**config.mk**
```make
export PLATFORM = sky130hd
export DESIGN_NAME = branch_resolve_unit
export DESIGN_NICKNAME = d
export VERILOG_FILES = /design/src/rtl/branch_pkg.sv /design/src/rtl/bht_2bit.sv /design/src/rtl/branch_resolve_unit.sv
export SDC_FILE = /design/constraint.sdc
export NUM_CORES = 1
export LEC_CHECK = 0
export CORE_MARGIN = 2
export CORE_UTILIZATION = 40
export CTS_CLUSTER_SIZE = 40
export DETAILED_ROUTE_END_ITERATION = 16
export SETUP_SLACK_MARGIN = 0.05
export SYNTH_ARGS = -nofsm -noshare
export SYNTH_HDL_FRONTEND = slang
export SYNTH_HIERARCHICAL = 1
export SYNTH_SLANG_ARGS = --single-unit
```
**constraint.sdc**
```tcl
create_clock -name clk -period 5.3 [get_ports clk]
set_input_delay 1.06 -clock clk [delete_from_list [all_inputs] [get_ports clk]]
set_output_delay 1.06 -clock clk [all_outputs]
set_load 0.01 [all_outputs]
```
**src/rtl/branch_pkg.sv**
```systemverilog
// Shared types and constants for the branch resolve unit: funct3 encodings,
// comparator flag bundle and BHT counter type.
package branch_pkg;

  localparam logic [2:0] F3_BEQ  = 3'b000;
  localparam logic [2:0] F3_BNE  = 3'b001;
  localparam logic [2:0] F3_BLT  = 3'b100;
  localparam logic [2:0] F3_BGE  = 3'b101;
  localparam logic [2:0] F3_BLTU = 3'b110;
  localparam logic [2:0] F3_BGEU = 3'b111;

  typedef struct packed {
    logic gt_u;
    logic eq_u;
    logic lt_u;
    logic gt_s;
    logic eq_s;
    logic lt_s;
  } cmp_flags_t;

  typedef logic [1:0] bht_ctr_t;

  localparam bht_ctr_t BHT_RESET_VAL = 2'b01;

  function automatic logic is_legal_f3(input logic [2:0] f3);
    return (f3 != 3'b010) && (f3 != 3'b011);
  endfunction

  // Reserved encodings fall to the default and report not-taken.
  function automatic logic branch_cond(input logic [2:0] f3, input cmp_flags_t f);
    logic taken;
    taken = 1'b0;
    case (f3)
      F3_BEQ:  taken = f.eq_s;
      F3_BNE:  taken = !f.eq_s;
      F3_BLT:  taken = f.lt_s;
      F3_BGE:  taken = !f.lt_s;
      F3_BLTU: taken = f.lt_u;
      F3_BGEU: taken = !f.lt_u;
      default: taken = 1'b0;
    endcase
    return taken;
  endfunction

endpackage

```
**src/rtl/bht_2bit.sv**
```systemverilog
// Table of 2-bit saturating branch-history counters with a combinational read
// port and a synchronous update port.
module bht_2bit
  import branch_pkg::*;
#(
  parameter int ENTRIES = 64,
  parameter int IDX_W   = $clog2(ENTRIES)
) (
  input  logic             clk,
  input  logic             rst,
  input  logic [IDX_W-1:0] rd_idx,
  output bht_ctr_t         rd_ctr,
  input  logic             wr_en,
  input  logic [IDX_W-1:0] wr_idx,
  input  logic             wr_taken
);

  bht_ctr_t ctr_q [ENTRIES];

  // Read sees the stored value, so a same-cycle update is not bypassed.
  assign rd_ctr = ctr_q[rd_idx];

  always_ff @(posedge clk) begin
    // NOTE: every counter must come out of reset weakly not-taken, so the table
    // is a resettable flop array rather than an un-reset RAM.
    if (rst) begin
      for (int i = 0; i < ENTRIES; i++) ctr_q[i] <= BHT_RESET_VAL;
    end else if (wr_en) begin
      if (wr_taken && ctr_q[wr_idx] != 2'b11)
        ctr_q[wr_idx] <= ctr_q[wr_idx] + 2'd1;
      else if (!wr_taken && ctr_q[wr_idx] != 2'b00)
        ctr_q[wr_idx] <= ctr_q[wr_idx] - 2'd1;
    end
  end

endmodule

```
**src/rtl/branch_resolve_unit.sv**
```systemverilog
// Resolves conditional branches from comparator flags, computes the redirect
// PC, flags mispredictions and trains the BHT; one registered output stage.
module branch_resolve_unit
  import branch_pkg::*;
#(
  parameter int BHT_ENTRIES = 64
) (
  input  logic        clk,
  input  logic        rst,
  input  logic        req_valid,
  output logic        req_ready,
  input  logic [2:0]  req_funct3,
  input  logic [31:0] req_pc,
  input  logic [31:0] req_imm,
  input  logic        req_pred_taken,
  input  logic        gt_u,
  input  logic        eq_u,
  input  logic        lt_u,
  input  logic        gt_s,
  input  logic        eq_s,
  input  logic        lt_s,
  output logic        resp_valid,
  input  logic        resp_ready,
  output logic        resp_taken,
  output logic        resp_mispredict,
  output logic [31:0] resp_redirect_pc,
  output logic        resp_illegal,
  input  logic [31:0] lookup_pc,
  output logic        lookup_taken,
  output logic [31:0] stat_branches,
  output logic [31:0] stat_mispredicts
);

  localparam int BHT_IDX_W = $clog2(BHT_ENTRIES);

  cmp_flags_t flags;
  logic       acc;
  logic       legal;
  logic       taken;
  logic       mispredict;
  logic [31:0] redirect_pc;
  bht_ctr_t   lookup_ctr;

  assign flags      = {gt_u, eq_u, lt_u, gt_s, eq_s, lt_s};
  assign req_ready  = !resp_valid || resp_ready;
  assign acc        = req_valid && req_ready;
  assign legal      = is_legal_f3(req_funct3);
  assign taken      = legal && branch_cond(req_funct3, flags);
  assign mispredict = legal && (taken != req_pred_taken);
  // Both sums wrap modulo 2^32; no alignment check on the target.
  assign redirect_pc = taken ? (req_pc + req_imm) : (req_pc + 32'd4);

  // Flags and address bits that the selection logic does not need.
  logic unused_bits;
  assign unused_bits = ^{flags.gt_u, flags.eq_u, flags.gt_s,
                         lookup_pc[31:BHT_IDX_W+2], lookup_pc[1:0]};

  bht_2bit #(
    .ENTRIES (BHT_ENTRIES),
    .IDX_W   (BHT_IDX_W)
  ) u_bht (
    .clk      (clk),
    .rst      (rst),
    .rd_idx   (lookup_pc[BHT_IDX_W+1:2]),
    .rd_ctr   (lookup_ctr),
    .wr_en    (acc && legal),
    .wr_idx   (req_pc[BHT_IDX_W+1:2]),
    .wr_taken (taken)
  );

  assign lookup_taken = lookup_ctr[1];

  always_ff @(posedge clk) begin
    // NOTE: state uses non-blocking assignments so every flop samples the
    // pre-edge values regardless of statement order.
    if (rst) begin
      resp_valid       <= 1'b0;
      resp_taken       <= 1'b0;
      resp_mispredict  <= 1'b0;
      resp_redirect_pc <= 32'd0;
      resp_illegal     <= 1'b0;
    end else if (acc) begin
      resp_valid       <= 1'b1;
      resp_taken       <= taken;
      resp_mispredict  <= mispredict;
      resp_redirect_pc <= redirect_pc;
      resp_illegal     <= !legal;
    end else if (resp_ready) begin
      resp_valid <= 1'b0;
    end
  end

  always_ff @(posedge clk) begin
    if (rst) begin
      stat_branches    <= 32'd0;
      stat_mispredicts <= 32'd0;
    end else if (acc && legal) begin
      stat_branches <= stat_branches + 32'd1;
      if (mispredict) stat_mispredicts <= stat_mispredicts + 32'd1;
    end
  end

endmodule
```
# Word-level counts from Yosys, hierarchy flattened
# Memory sizes are Yosys's and may differ from the RTL's.
# Index checks and enable logic that the tools add are counted.
# totals
reg_bits,100
mem_count,1
ram_bits,128
input_bits,110
output_inout_bits,102
# op_classes
reduce_logical,19
bitwise,1
eq_ne,9
mux,19
addsub,6
# memory_table
memory,words,width,read_ports,rd_clocked_by_memory_dff,wr,line,text
u_bht.ctr_q,64,2,2,0,64,bht_2bit.sv:18,bht_ctr_t ctr_q [ENTRIES];
# op_table
op,n
adder 32 x 1 -> 32 bit (second input constant),2
adder 32 x 3 -> 32 bit (second input constant),1
adder 32 bit,1
2-to-1 mux 32 bit,1
2-to-1 mux 1 bit,14
equality test 3 bit (second input constant),4
logical AND 1 bit,7
logical NOT 1 bit,6
2-to-1 mux 6 bit,1
inequality test 3 x 2 -> 1 bit (second input constant),2
one-hot mux 1 bit (6 select lines),1
2-to-1 mux 2 bit,2
nonzero test 2 bit,2
equality test 3 x 1 -> 1 bit (second input constant),1
logical NOT 3 bit,1
adder 2 x 1 -> 2 bit (second input constant),1
inequality test 2 bit (second input constant),1
AND reduction 2 bit,1
OR reduction 2 bit,1
subtractor 2 x 1 -> 2 bit (second input constant),1
logical OR 1 bit,1
inequality test 1 bit,1
OR 1 bit,1

# Longest topological paths before layout
# depth
ltp_word,13
ltp_mapped,13
ltp_nobuf,10

# By module
# Netlist, hierarchy kept.
# modules_own_cells
module,area_each_um2,cells_per_inst,seq_area_each_um2,n_inst
bht_2bit,9332.7,842,3843.7,1
branch_resolve_unit,6681.4,838,2001.9,1

# Least setup slack after synthesis
# OpenSTA, ideal clock, no wires.
# synth_path
path_type,input port to output port
from,input lookup_pc[2]
to,output lookup_taken
stages,5
arrival_ps,3336
slack_ps,904
cell_sequence,clkbuf_1 > buf_1 > mux4_2 > mux4_2 > mux4_2
# synth_between
elab_chain_len,1
# synth_rtl
element,line,text
start: declaration,branch_resolve_unit.sv:28,"input logic [31:0] lookup_pc,"
memory read (64 x 2 bit),n/a,
end: declaration,branch_resolve_unit.sv:29,"output logic lookup_taken,"
# No other way between the ends.

# Worst setup path after layout
# Ends and elaborated chain as after synthesis.

==> flow_summary.yaml <==
power_and_ir_drop:
  p_clk_frac: 0.389
  p_sw_mw: 1.44
  p_per_area_mw_per_mm2: 261
  leakagePower_nw: 6.04
  p_sw_frac: 0.295
  ir_worst_vdd_v: 0.000248
  intPower_mw: 3.44
  total_power_mw: 4.87
  power_frac_comb: 0.212
  seq_power_share: 0.399
route:
  viasPerCell: 5.98
  dr.first_iter.drc_count: 1095
  dr.pass1.iters: 5
  drc: 0
  ant_nets: 0
  post_drt_wl_per_cell_um: 21.4
  wl_mm: 49.6
  via_count: 13800
timing:
  max_clock_freq_mhz: 202
  finalHoldViolCount: 0
  finalSetupViolations: 0
  max-slew-margin-rel: 0.305
  worstMarginPinSlew_ns: 1.04
  period_share: 0.932
  fin_hold_ws_ns: 0.455
  slew_viol_final: 0
  rsz0062_at_grt: "no"
  finClkSkew_ns: 0.00915
  tns_ns: 0
  min_period_ns: 4.94
die:
  start_util: 0.404
  coreArea_mm2: 0.0385
  die_x_um: 201
  ios: 212
  fp.dieH_um: 201
  num_rows: 72
  dieArea_mm2: 0.0404
clocking:
  clock_path_buffers: 3
  cts-root-buf: "clkbuf_16"
  path_clk_slew_ns: 0.06
  cts-resized-gates: 0
  clock_sinks: 228
  htreeDepth: 1
  cts.hold.buffers_added: 0
  cts_made_buffers: 28
  clk_latency_ns: 0.54
  cts_setup_buffers: 0
  cts_tree: "yes"
layout:
  final_nets: 1917
  fin_area_mm2: 0.0187
  area_growth_pct: 20.3
  fillCellCount: 3640
  final_common_cell: "nor2_1"
  final_cell_mix: "nor2_1, clkdlybuf4s50_1, nand2_1, edfxtp_1, nand3_1"
  final_core_util: 0.486
  layout-drive-gt1-share: 0.141
grt:
  track_usage: 0.239
  grt_pass1_wl_mm: 77.2
  grt_max_degree: 72
  grt_pass1_vias: 13300
  antenna_found_initial: 1
  grt_overflow_total: 0
place:
  place.gp.congestion: 0.926
  dp_hpwl_mm: 33.2
  port-buffer-count: 182
  place_area_mm2: 0.0178
setup_path:
  critPathTopFamily: "multiplexers"
  cp_max_fo: 16
  slowest_stage: "mux4_2"
  arrival_ns: 3.88
  end_kind: "output port"
  crit_top_cell: "mux4_2"
  cpPeakStageDelay_ns: 0.53
  path_buf_inv: 3
  crit_required_ns: 4.24
  path_class: "in -> out"
  regToRegSetupSlack_ns: 1.88
  path_cells: "clkdlybuf4s50_1, buf_12, mux4_2, mux4_2, mux4_2, clkdlybuf4s50_1"
  crit_path_start_kind: "input port"
min_path:
  min_path_type: "reg -> reg"
outcome:
  outcome: "complete, no violations"
yosys:
  synthCells: 1659
  syn-num-nets: 1804
  yosysWarningCount: 6
  synth_area_per_cell_um2: 9.37
  syn_area_mm2: 0.0155
job:
  maxCapViolations: 0
==> final timing paths <==
path | startpoint | endpoint | depth (start not counted)
min reg2reg | resp_redirect_pc[4] | resp_redirect_pc[4] | 2
max reg2reg | u_bht/ctr_q[21][0] | u_bht/ctr_q[10][0] | 8
max | lookup_pc[2] | lookup_taken | 6
min | resp_redirect_pc[4] | resp_redirect_pc[4] | 2
==> sequential cells by signal, indices dropped and copies added, names as in the netlist <==
signal and count:
stat_mispredicts 32, resp_illegal 1, u_bht/ctr_q 128, resp_valid 1
stat_branches 32, resp_redirect_pc 32, resp_mispredict 1, resp_taken 1
==> stage by stage <==
step / std cells / worst slack (ns)
3_5_place_dp: 2260 / 0.355
2_1_floorplan: 1659 / 1.22
4_1_cts: 2311 / 0.356
5_1_grt: 2312 / 0.325
3_3_place_gp: 2260 / 0.382
6_report: 2312 / 0.359
==> routing by layer <==
| metal | track usage | up-vias | part of all wire |
|---|---|---|---|
| li1 | - | 6425 | - |
| met1 | 0.327 | 6709 | 0.43 |
| met2 | 0.389 | 595 | 0.47 |
| met3 | 0.0322 | 90 | 0.073 |
| met4 | 0.0786 | 0 | 0.029 |
| met5 | 0 | - | 0 |
==> layout make-up <==
type | count | area (µm²) | share of cell area
well taps | 518 | 648 | 0.0347
repair buffers | 236 | 2330 | 0.124
multi-input cells | 1260 | 8900 | 0.476
clock inverters | 10 | 100 | 0.00535
clock buffers | 41 | 801 | 0.0428
inverters | 18 | 75.1 | 0.00401
diodes | 1 | 2.50 | 0.000134
flip-flops and latches | 228 | 5850 | 0.313
==> power by group through the flow <==
stage          Combinational, mW  Clock, mW  Sequential [mW]
2_1_floorplan              0.655          0             1.98
3_3_place_gp                1.02          0             1.98
3_5_place_dp                1.02          0             1.98
4_1_cts                     1.03       1.93             1.94
5_1_grt                     1.10       2.01             1.95
6_report                    1.03       1.90             1.94
==> worst min-delay path, cell delays in order, from the launching register on <==
cell	delay, ns
dfxtp_1	0.31
nand2_1	0.05
a21oi_1	0.05
Power figures use the tool's default switching activity.
